### src/rtl/dp_sum_processor.sv
// -----------------------------------------------------------------------------
// dp_sum_processor
//
// Purpose:
//   Dedicated processor (control FSM + datapath) that computes 1+2+...+N for a
//   runtime limit N. A run is requested with start while idle. The result
//   appears on outPort. A sticky overflow flag records any carry out of the
//   accumulator during the run.
//
// Parameters:
//   DATA_W    width of the accumulator and outPort
//   CNT_W     width of limit; the loop counter is CNT_W+1 bits so that
//             limit = 2^CNT_W-1 still terminates
//   OUT_MODE  0: outPort follows the accumulator on every ADD
//             1: outPort only changes when the run enters DONE
//
// Ports:
//   clk       in   1        single clock, rising edge
//   rst       in   1        synchronous, active-high reset
//   start     in   1        run request, honoured only in IDLE
//   limit     in   CNT_W    N, captured on the accepted start
//   busy      out  1        high in LOAD/CMP/ADD
//   done      out  1        one-cycle pulse while in DONE
//   overflow  out  1        sticky carry-out flag for the current/last run
//   outPort   out  DATA_W   registered result
//
// Timing: start accepted at cycle 0 -> LOAD at cycle 1 -> done at 2N+3.
// -----------------------------------------------------------------------------
module dp_sum_processor #(
  parameter int DATA_W   = 8,
  parameter int CNT_W    = 8,
  parameter int OUT_MODE = 0
) (
  input  logic              clk,
  input  logic              rst,
  input  logic              start,
  input  logic [CNT_W-1:0]  limit,
  output logic              busy,
  output logic              done,
  output logic              overflow,
  output logic [DATA_W-1:0] outPort
);

  // State encoding
  localparam logic [2:0] S_IDLE = 3'd0;
  localparam logic [2:0] S_LOAD = 3'd1;
  localparam logic [2:0] S_CMP  = 3'd2;
  localparam logic [2:0] S_ADD  = 3'd3;
  localparam logic [2:0] S_DONE = 3'd4;

  // The adder is wide enough for both operands plus a carry bit, whichever
  // of the accumulator and the counter is wider.
  localparam int OPD_W = (DATA_W > CNT_W + 1) ? DATA_W : (CNT_W + 1);
  localparam int ADD_W = OPD_W + 1;

  logic [2:0]        state_reg, state_next;
  logic [DATA_W-1:0] sum_reg,   sum_next;
  logic [CNT_W:0]    i_reg,     i_next;
  logic [CNT_W-1:0]  lim_reg,   lim_next;
  logic              ovf_reg,   ovf_next;
  logic [DATA_W-1:0] out_reg,   out_next;

  logic [ADD_W-1:0]  add_full;
  logic              add_carry;
  logic              cmp_go;

  // Datapath: accumulator + counter, and the loop-continue comparison.
  assign add_full  = ADD_W'(sum_reg) + ADD_W'(i_reg);
  // Any bit above the accumulator width means the sum wrapped this step.
  assign add_carry = |add_full[ADD_W-1:DATA_W];
  assign cmp_go    = (i_reg <= {1'b0, lim_reg});

  // Next-state and datapath control
  always_comb begin
    state_next = state_reg;
    sum_next   = sum_reg;
    i_next     = i_reg;
    lim_next   = lim_reg;
    ovf_next   = ovf_reg;
    out_next   = out_reg;

    case (state_reg)
      S_IDLE: begin
        if (start) begin
          lim_next   = limit;
          state_next = S_LOAD;
        end
      end

      S_LOAD: begin
        sum_next   = '0;
        i_next     = {{CNT_W{1'b0}}, 1'b1};
        ovf_next   = 1'b0;
        state_next = S_CMP;
      end

      S_CMP: begin
        if (cmp_go) begin
          state_next = S_ADD;
        end else begin
          out_next   = sum_reg;
          state_next = S_DONE;
        end
      end

      S_ADD: begin
        sum_next = add_full[DATA_W-1:0];
        i_next   = i_reg + 1'b1;
        if (add_carry) begin
          ovf_next = 1'b1;
        end
        if (OUT_MODE == 0) begin
          out_next = add_full[DATA_W-1:0];
        end
        state_next = S_CMP;
      end

      S_DONE: begin
        // start is deliberately not looked at here.
        state_next = S_IDLE;
      end

      default: begin
        state_next = S_IDLE;
      end
    endcase
  end

  // State and datapath registers
  always_ff @(posedge clk) begin
    if (rst) begin
      state_reg <= S_IDLE;
      sum_reg   <= '0;
      i_reg     <= '0;
      lim_reg   <= '0;
      ovf_reg   <= 1'b0;
      out_reg   <= '0;
    end else begin
      state_reg <= state_next;
      sum_reg   <= sum_next;
      i_reg     <= i_next;
      lim_reg   <= lim_next;
      ovf_reg   <= ovf_next;
      out_reg   <= out_next;
    end
  end

  // Moore outputs: decoded from the state register only.
  assign busy     = (state_reg == S_LOAD) || (state_reg == S_CMP) || (state_reg == S_ADD);
  assign done     = (state_reg == S_DONE);
  assign overflow = ovf_reg;
  assign outPort  = out_reg;

endmodule

### config.mk
export PLATFORM = sky130hd
export DESIGN_NAME = dp_sum_processor
export DESIGN_NICKNAME = d
export VERILOG_FILES = /design/src/rtl/dp_sum_processor.sv
export SDC_FILE = /design/constraint.sdc
export NUM_CORES = 1
export LEC_CHECK = 0
export CAP_MARGIN = 20
export CORE_UTILIZATION = 40
export CTS_BUF_LIST = sky130_fd_sc_hd__clkbuf_2
export DETAILED_ROUTE_END_ITERATION = 10
export PLACE_DENSITY = 0.71
export SLEW_MARGIN = 20
export SYNTH_ARGS = -nofsm -noshare
export SYNTH_HDL_FRONTEND = slang
export SYNTH_SLANG_ARGS = --single-unit
### constraint.sdc
create_clock -name clk -period 2 [get_ports clk]
set_input_delay 0.6 -clock clk [delete_from_list [all_inputs] [get_ports clk]]
set_output_delay 0.6 -clock clk [all_outputs]
set_load 0.05 [all_outputs]
==> out/results.ini, run 1 <==
[run_status]
status = finished with violations
failed_checks = setup timing

[setup_path]
critPathLaunchType = flop
arrival_ns = 2.38
required_ns = 2.33
path_max_fanout = 5
end_kind = flop
setup.worst_path.class = flop to flop

[detailed_routing]
drtAntennaViolNets = 0
finalWirelength_um = 5090
first_iter_violations = 81
wl_per_cell_um = 13.5
drc_errors = 0
vias_per_cell = 5.33
vias = 2014
first_pass_iters = 4

[placement]
dpl.cell_count = 360
routabilityCongestion = 0.815
place_hpwl_um = 3560
io_buffers = 21
post-place-ws_ns = -0.118
dpl-instance-area_um2 = 2630

[synth]
yosysTopAreaCellShare_pct = 34.0
ys_types = 53
syn-cell-area_um2 = 2180
yosysSeqAreaShare_pct = 34.0
synth_top_flop_cell = dfxtp_1
synth_top_cells_by_area = dfxtp_1, ha_1, nand2_1
async_flop_share_pct = 0
synth-edff-count = 0
yosysWarnings = 0
netlist_instances = 253
syn_nets = 282
synth_area_per_cell_um2 = 8.62
ys_ff_latch = 37
synth_area_leader_cell = dfxtp_1

[clock_network]
clock-sinks = 37
clk_pin_slew_ns = 0.19
ctsHtreeMaxLevel = 2
cts_root_buf = clkbuf_2
insertion_delay_ns = 0.41
numCtsBuffers = 5
ctsHoldBuffers = 0
clock_path_buffers = 2
cts_tree = yes

[floorplan]
initial_core_util_pct = 42.2
core-area_um2 = 5170
die_width_um = 75.8
rows = 26
dieArea_um2 = 5750
io_pins = 22
die_y_um = 75.8

[cells_and_area]
finalNonFillerCells = 378
diodes = 0
multiInputGateArea_um2 = 1490
syn_to_final_growth_pct = 36.5
fillCellCount = 459
drive_above_1_share_pct = 32.5
regArea_um2 = 756
largest_register_ffs = 9
final_util_pct = 57.5
nets = 336
finish.instance_area_um2 = 2980

[timing]
rsz0062_at_grt = yes
setup_ws_ns = -0.0514
slew_headroom_pct = 66.2
worst_pin_slew_ns = 0.508
tns_ns = -0.136
max_freq_ghz = 0.487
finalCritPeriodShare_pct = 103
finalMaxSlewViolations = 0
setup_viol = 5
min_period_ns = 2.05
final_hold_viol_count = 0
clock-skew-final_ns = 0.0155

[global_route]
grt_overflow_total = 0
grt_pass1_wl_um = 8410
antenna_found_initial = 0
grt_pass1_vias = 1864
grt_usage_pct = 19.8
grt_max_degree = 18

[power]
power_density_nw_per_um2 = 552
leakagePower_nw = 1.23
peakVddDrop_mv = 0.350

[hold_path]
worstHoldPathType = flop to flop

[job]
drv_cap = 0

placed cells by master, fill, tap and decap left out, types with 3 or more instances in the layout:
| cell | count |
|---|---|
| xnor2_1 | 4 |
| nor3_1 | 5 |
| inv_2 | 5 |
| o21ai_1 | 3 |
| buf_6 | 4 |
| buf_4 | 39 |
| ha_4 | 6 |
| clkdlybuf4s50_1 | 10 |
| nand2b_1 | 6 |
| a21oi_1 | 21 |
| nor2_2 | 3 |
| mux2i_1 | 4 |
| a2111oi_4 | 4 |
| nor2_1 | 21 |
| nand3_1 | 6 |
| dfxtp_2 | 12 |
| nand3b_1 | 3 |
| dfxtp_1 | 25 |
| inv_1 | 8 |
| o21a_1 | 4 |
| nand2_1 | 29 |
| ha_1 | 11 |
| a21o_1 | 5 |
| nor4_1 | 3 |
| a22oi_1 | 5 |
| buf_12 | 4 |
| clkbuf_2 | 8 |
| o21ai_0 | 8 |
worst max-delay path, stage by stage (launching register included):
cell and delay, ns:
dfxtp_2 0.37, inv_2 0.04, ha_4 0.25, and4b_1 0.21, or3b_4 0.41, o2111ai_4 0.17, buf_12 0.17, nor2_1 0.05
a2111oi_2 0.32
logic make-up after synthesis:
kind of cell	synth area share [%]
buffers and inverters	5.45
xor gates and xnor gates	2.01
adders and majority gates	10.7
DFF	34.0
muxes	1.84
AOI/OAI and AO/OA	24.9
and+or+nand+nor	21.2
routing by layer:
layer | vias up | part of all wire (%) | track usage (%)
met5 | - | 0 | 0
met4 | 0 | 1.5 | 8.85
met3 | 7 | 3.4 | 4.10
met2 | 37 | 48 | 32.6
met1 | 942 | 47 | 25.0
li1 | 1028 | - | -
synthesized netlist by cell type, types with 2 or more instances:
master	instances
dfxtp_1	37
nand2_1	29
nor2_1	23
a21oi_1	21
ha_1	17
inv_1	13
o21ai_0	11
clkbuf_1	7
nand2b_1	6
nand3_1	6
a21o_1	5
a22oi_1	5
nor3_1	5
mux2i_1	4
o21a_1	4
xnor2_1	4
a211oi_1	3
and2_1	3
nand3b_1	3
nor4_1	3
a2111oi_1	2
a2111oi_2	2
a2111oi_4	2
a22o_1	2
and4b_1	2
buf_1	2
nand4_1	2
nor2_2	2
nor2b_1	2
o221ai_1	2
o2bb2ai_1	2
final timing paths:
| check | start | to | cells past startpoint | slack, ns |
|---|---|---|---|---|
| worst max-delay path | lim_reg[6]$_SDFFE_PP0P_ | outPort[1]$_SDFFE_PP0P_ | 8 | -0.05 |
| worst min-delay path | lim_reg[1]$_SDFFE_PP0P_ | lim_reg[1]$_SDFFE_PP0P_ | 2 | 0.47 |
| worst max register to register | lim_reg[6]$_SDFFE_PP0P_ | outPort[1]$_SDFFE_PP0P_ | 8 | -0.05 |
| worst min register to register | lim_reg[1]$_SDFFE_PP0P_ | lim_reg[1]$_SDFFE_PP0P_ | 2 | 0.47 |
final cells by class:
cell class,count,area share (%)
multi-input combinational,191,49.9
sequential,37,25.4
timing repair buffer,59,18.7
tap,70,2.94
inverter,13,1.64
clock buffer,8,1.35
where the power goes:
group / switching [W] / total, W / internal [W]
clock network: 0.000263 / 0.000366 / 0.000103
registers: 0.0000245 / 0.000799 / 0.000775
logic: 0.000257 / 0.000477 / 0.000220
total: 0.000545 / 0.00164 / 0.00110
stage by stage:
stage | power [W] | hold slack, ns
2_1_floorplan | 0.00106 | 0.436
3_3_place_gp | 0.00119 | 0.444
3_5_place_dp | 0.00119 | 0.448
4_1_cts | 0.00161 | 0.466
5_1_grt | 0.00173 | 0.484
6_report | 0.00164 | 0.466
repair_timing:
item | 4_1_cts | 5_1_grt
setup endpoints to repair | 8 | 15
pin swaps | 17 | 7
setup buffers | 5 | 4
gates resized for setup | 31 | 19
cloned | 1 | 0
No activity file was read; power rests on OpenSTA's default activity.
==> inputs of run 2 (changes only) <==
--- a/config.mk
+++ b/config.mk
@@ -6,6 +6,7 @@
 export NUM_CORES = 1
 export LEC_CHECK = 0
 export CAP_MARGIN = 20
+export CORE_ASPECT_RATIO = 0.5
 export CORE_UTILIZATION = 40
 export CTS_BUF_LIST = sky130_fd_sc_hd__clkbuf_2
 export DETAILED_ROUTE_END_ITERATION = 10
==> run 2 against run 1 <==
The run still ends with setup timing left. Non-clock buffer count fell by 4. Core utilization is 1.5 points higher. Sequential power increased by 0.5%. Worst setup slack worse by 0.0086 ns. Routed wire length up 6.1%. Highest routed layer unchanged.
==> out/results.ini, run 2 (synthesis results as in run 1) <==
[clock_network]
ctsHoldBuffers = 0
cts_tree = yes
numCtsBuffers = 5
insertion_delay_ns = 0.41
ctsHtreeMaxLevel = 2
clock-sinks = 37
clk_pin_slew_ns = 0.18
cts_root_buf = clkbuf_2
clock_path_buffers = 2

[setup_path]
required_ns = 2.32
r2r-start = lim_reg[6]$_SDFFE_PP0P_
path_max_fanout = 6
cp.buffers_inverters = 3
arrival_ns = 2.38
path_delay_family = compound AO/OA/AOI/OAI gates
cp_slowest_cell = a2111o_1
crit_path_frequent_cell = buf_12
critPathLaunchType = flop
path_cells = inv_2, ha_4, a21o_1, a2111o_1, o2111ai_4, buf_12, buf_12, mux2i_1, o2bb2ai_1
critPathMaxStageDelay_ns = 0.48
end_kind = flop
worstSetupStartpoint = lim_reg[6]$_SDFFE_PP0P_
setup.worst_path.class = flop to flop

[floorplan]
die_width_um = 106
dieArea_um2 = 5770
rows = 18
initial_core_util_pct = 42.8
io_pins = 22
die_y_um = 54.2
core-area_um2 = 5090

[cells_and_area]
nets = 332
regArea_um2 = 763
finalNonFillerCells = 374
drive_above_1_share_pct = 36.8
fillCellCount = 434
final_common_cell = buf_4
largest_register_ffs = 9
finish.instance_area_um2 = 3010
diodes = 0
mostFrequentLayoutCells = buf_4, nand2_1, nor2_1, dfxtp_1, a21oi_1
multiInputGateArea_um2 = 1550
final_util_pct = 59.0
syn_to_final_growth_pct = 37.8

[timing]
tns_ns = -0.190
slew_headroom_pct = 64.8
worst_pin_slew_ns = 0.529
final_hold_viol_count = 0
rsz0062_at_grt = yes
min_period_ns = 2.06
max_freq_ghz = 0.485
setup_viol = 6
finalMaxSlewViolations = 0
clock-skew-final_ns = 0.0176
finalCritPeriodShare_pct = 103
setup_ws_ns = -0.0600

[global_route]
grt_pass1_vias = 1801
grt_overflow_total = 0
antenna_found_initial = 0
grt_usage_pct = 18.6
grt_max_degree = 25
grt_pass1_wl_um = 8140

[hold_path]
min_from = lim_reg[1]$_SDFFE_PP0P_
worstHoldPathType = flop to flop

[power]
leakagePower_nw = 1.20
totalPowerFinal_w = 0.00161
power_density_nw_per_um2 = 535
peakVddDrop_mv = 0.273

[placement]
dpl-instance-area_um2 = 2590
io_buffers = 21
dpl.cell_count = 355
place_hpwl_um = 3640
routabilityCongestion = 0.910

[detailed_routing]
drtAntennaViolNets = 0
drc_errors = 0
vias = 2031
first_iter_violations = 168
vias_per_cell = 5.43
finalWirelength_um = 5400
first_pass_iters = 4
wl_per_cell_um = 14.4

[run_status]
status = finished with violations
failed_checks = setup timing

[job]
drv_cap = 0

## run 2: cell count changes in the layout (fill, tap and decap cells not counted), sizes merged
| cell | delta |
|---|---|
| buf | -4 |
## run 2: area by class of cell
class | instances | area share [%]
Timing Repair Buffer | 55 | 17.2
Inverter | 13 | 1.62
Tap cell | 70 | 2.91
Sequential cell | 37 | 25.4
Clock buffer | 8 | 1.33
Multi-Input combinational cell | 191 | 51.5
## run 2: per-stage QoR
| stage | hold slack, ns | setup WS, ns |
|---|---|---|
| final | 0.481 | -0.0600 |
| after detailed placement | 0.451 | -0.105 |
| after floorplan | 0.436 | 0.00851 |
| after global routing | 0.518 | -0.132 |
| after CTS | 0.474 | -0.0733 |
| after global placement | 0.444 | -0.0186 |
## run 2: power by group
| part | leakage [nW] | total (W) | switching, W | internal, W |
|---|---|---|---|---|
| logic | 0.864 | 0.000452 | 0.000249 | 0.000203 |
| registers | 0.307 | 0.000803 | 0.0000295 | 0.000774 |
| clock network | 0.0332 | 0.000353 | 0.000250 | 0.000103 |
| total | 1.20 | 0.00161 | 0.000528 | 0.00108 |
## run 2: per-layer routing
| metal | vias up | share of wire (%) | track usage, % |
|---|---|---|---|
| li1 | 1022 | - | - |
| met1 | 946 | 48 | 23.6 |
| met2 | 56 | 46 | 32.4 |
| met3 | 7 | 5.0 | 3.93 |
| met4 | 0 | 1.3 | 6.85 |
| met5 | - | 0 | 0 |
## run 2: worst register-to-register path, delay by kind of cell (launching register included)
family,cells,cell delay [ns]
multiplexers,1,0.18
AO/OA/AOI/OAI,4,0.89
adder cells (fa/ha/maj),1,0.23
flip-flops,1,0.37
buffers and inverters,3,0.33
## run 2: final timing paths
path | to | slack [ns] | cells past startpoint
max | outPort[6]$_SDFFE_PP0P_ | -0.06 | 9
min | lim_reg[1]$_SDFFE_PP0P_ | 0.48 | 2
min reg2reg | lim_reg[1]$_SDFFE_PP0P_ | 0.48 | 2
max reg2reg | outPort[6]$_SDFFE_PP0P_ | -0.06 | 9
## run 2: what timing repair did
action,in CTS,in global routing
pin swaps,16,11
gates resized for setup,26,37
endpoints found under the setup margin,10,15
setup buffers,6,4
gates cloned,1,0
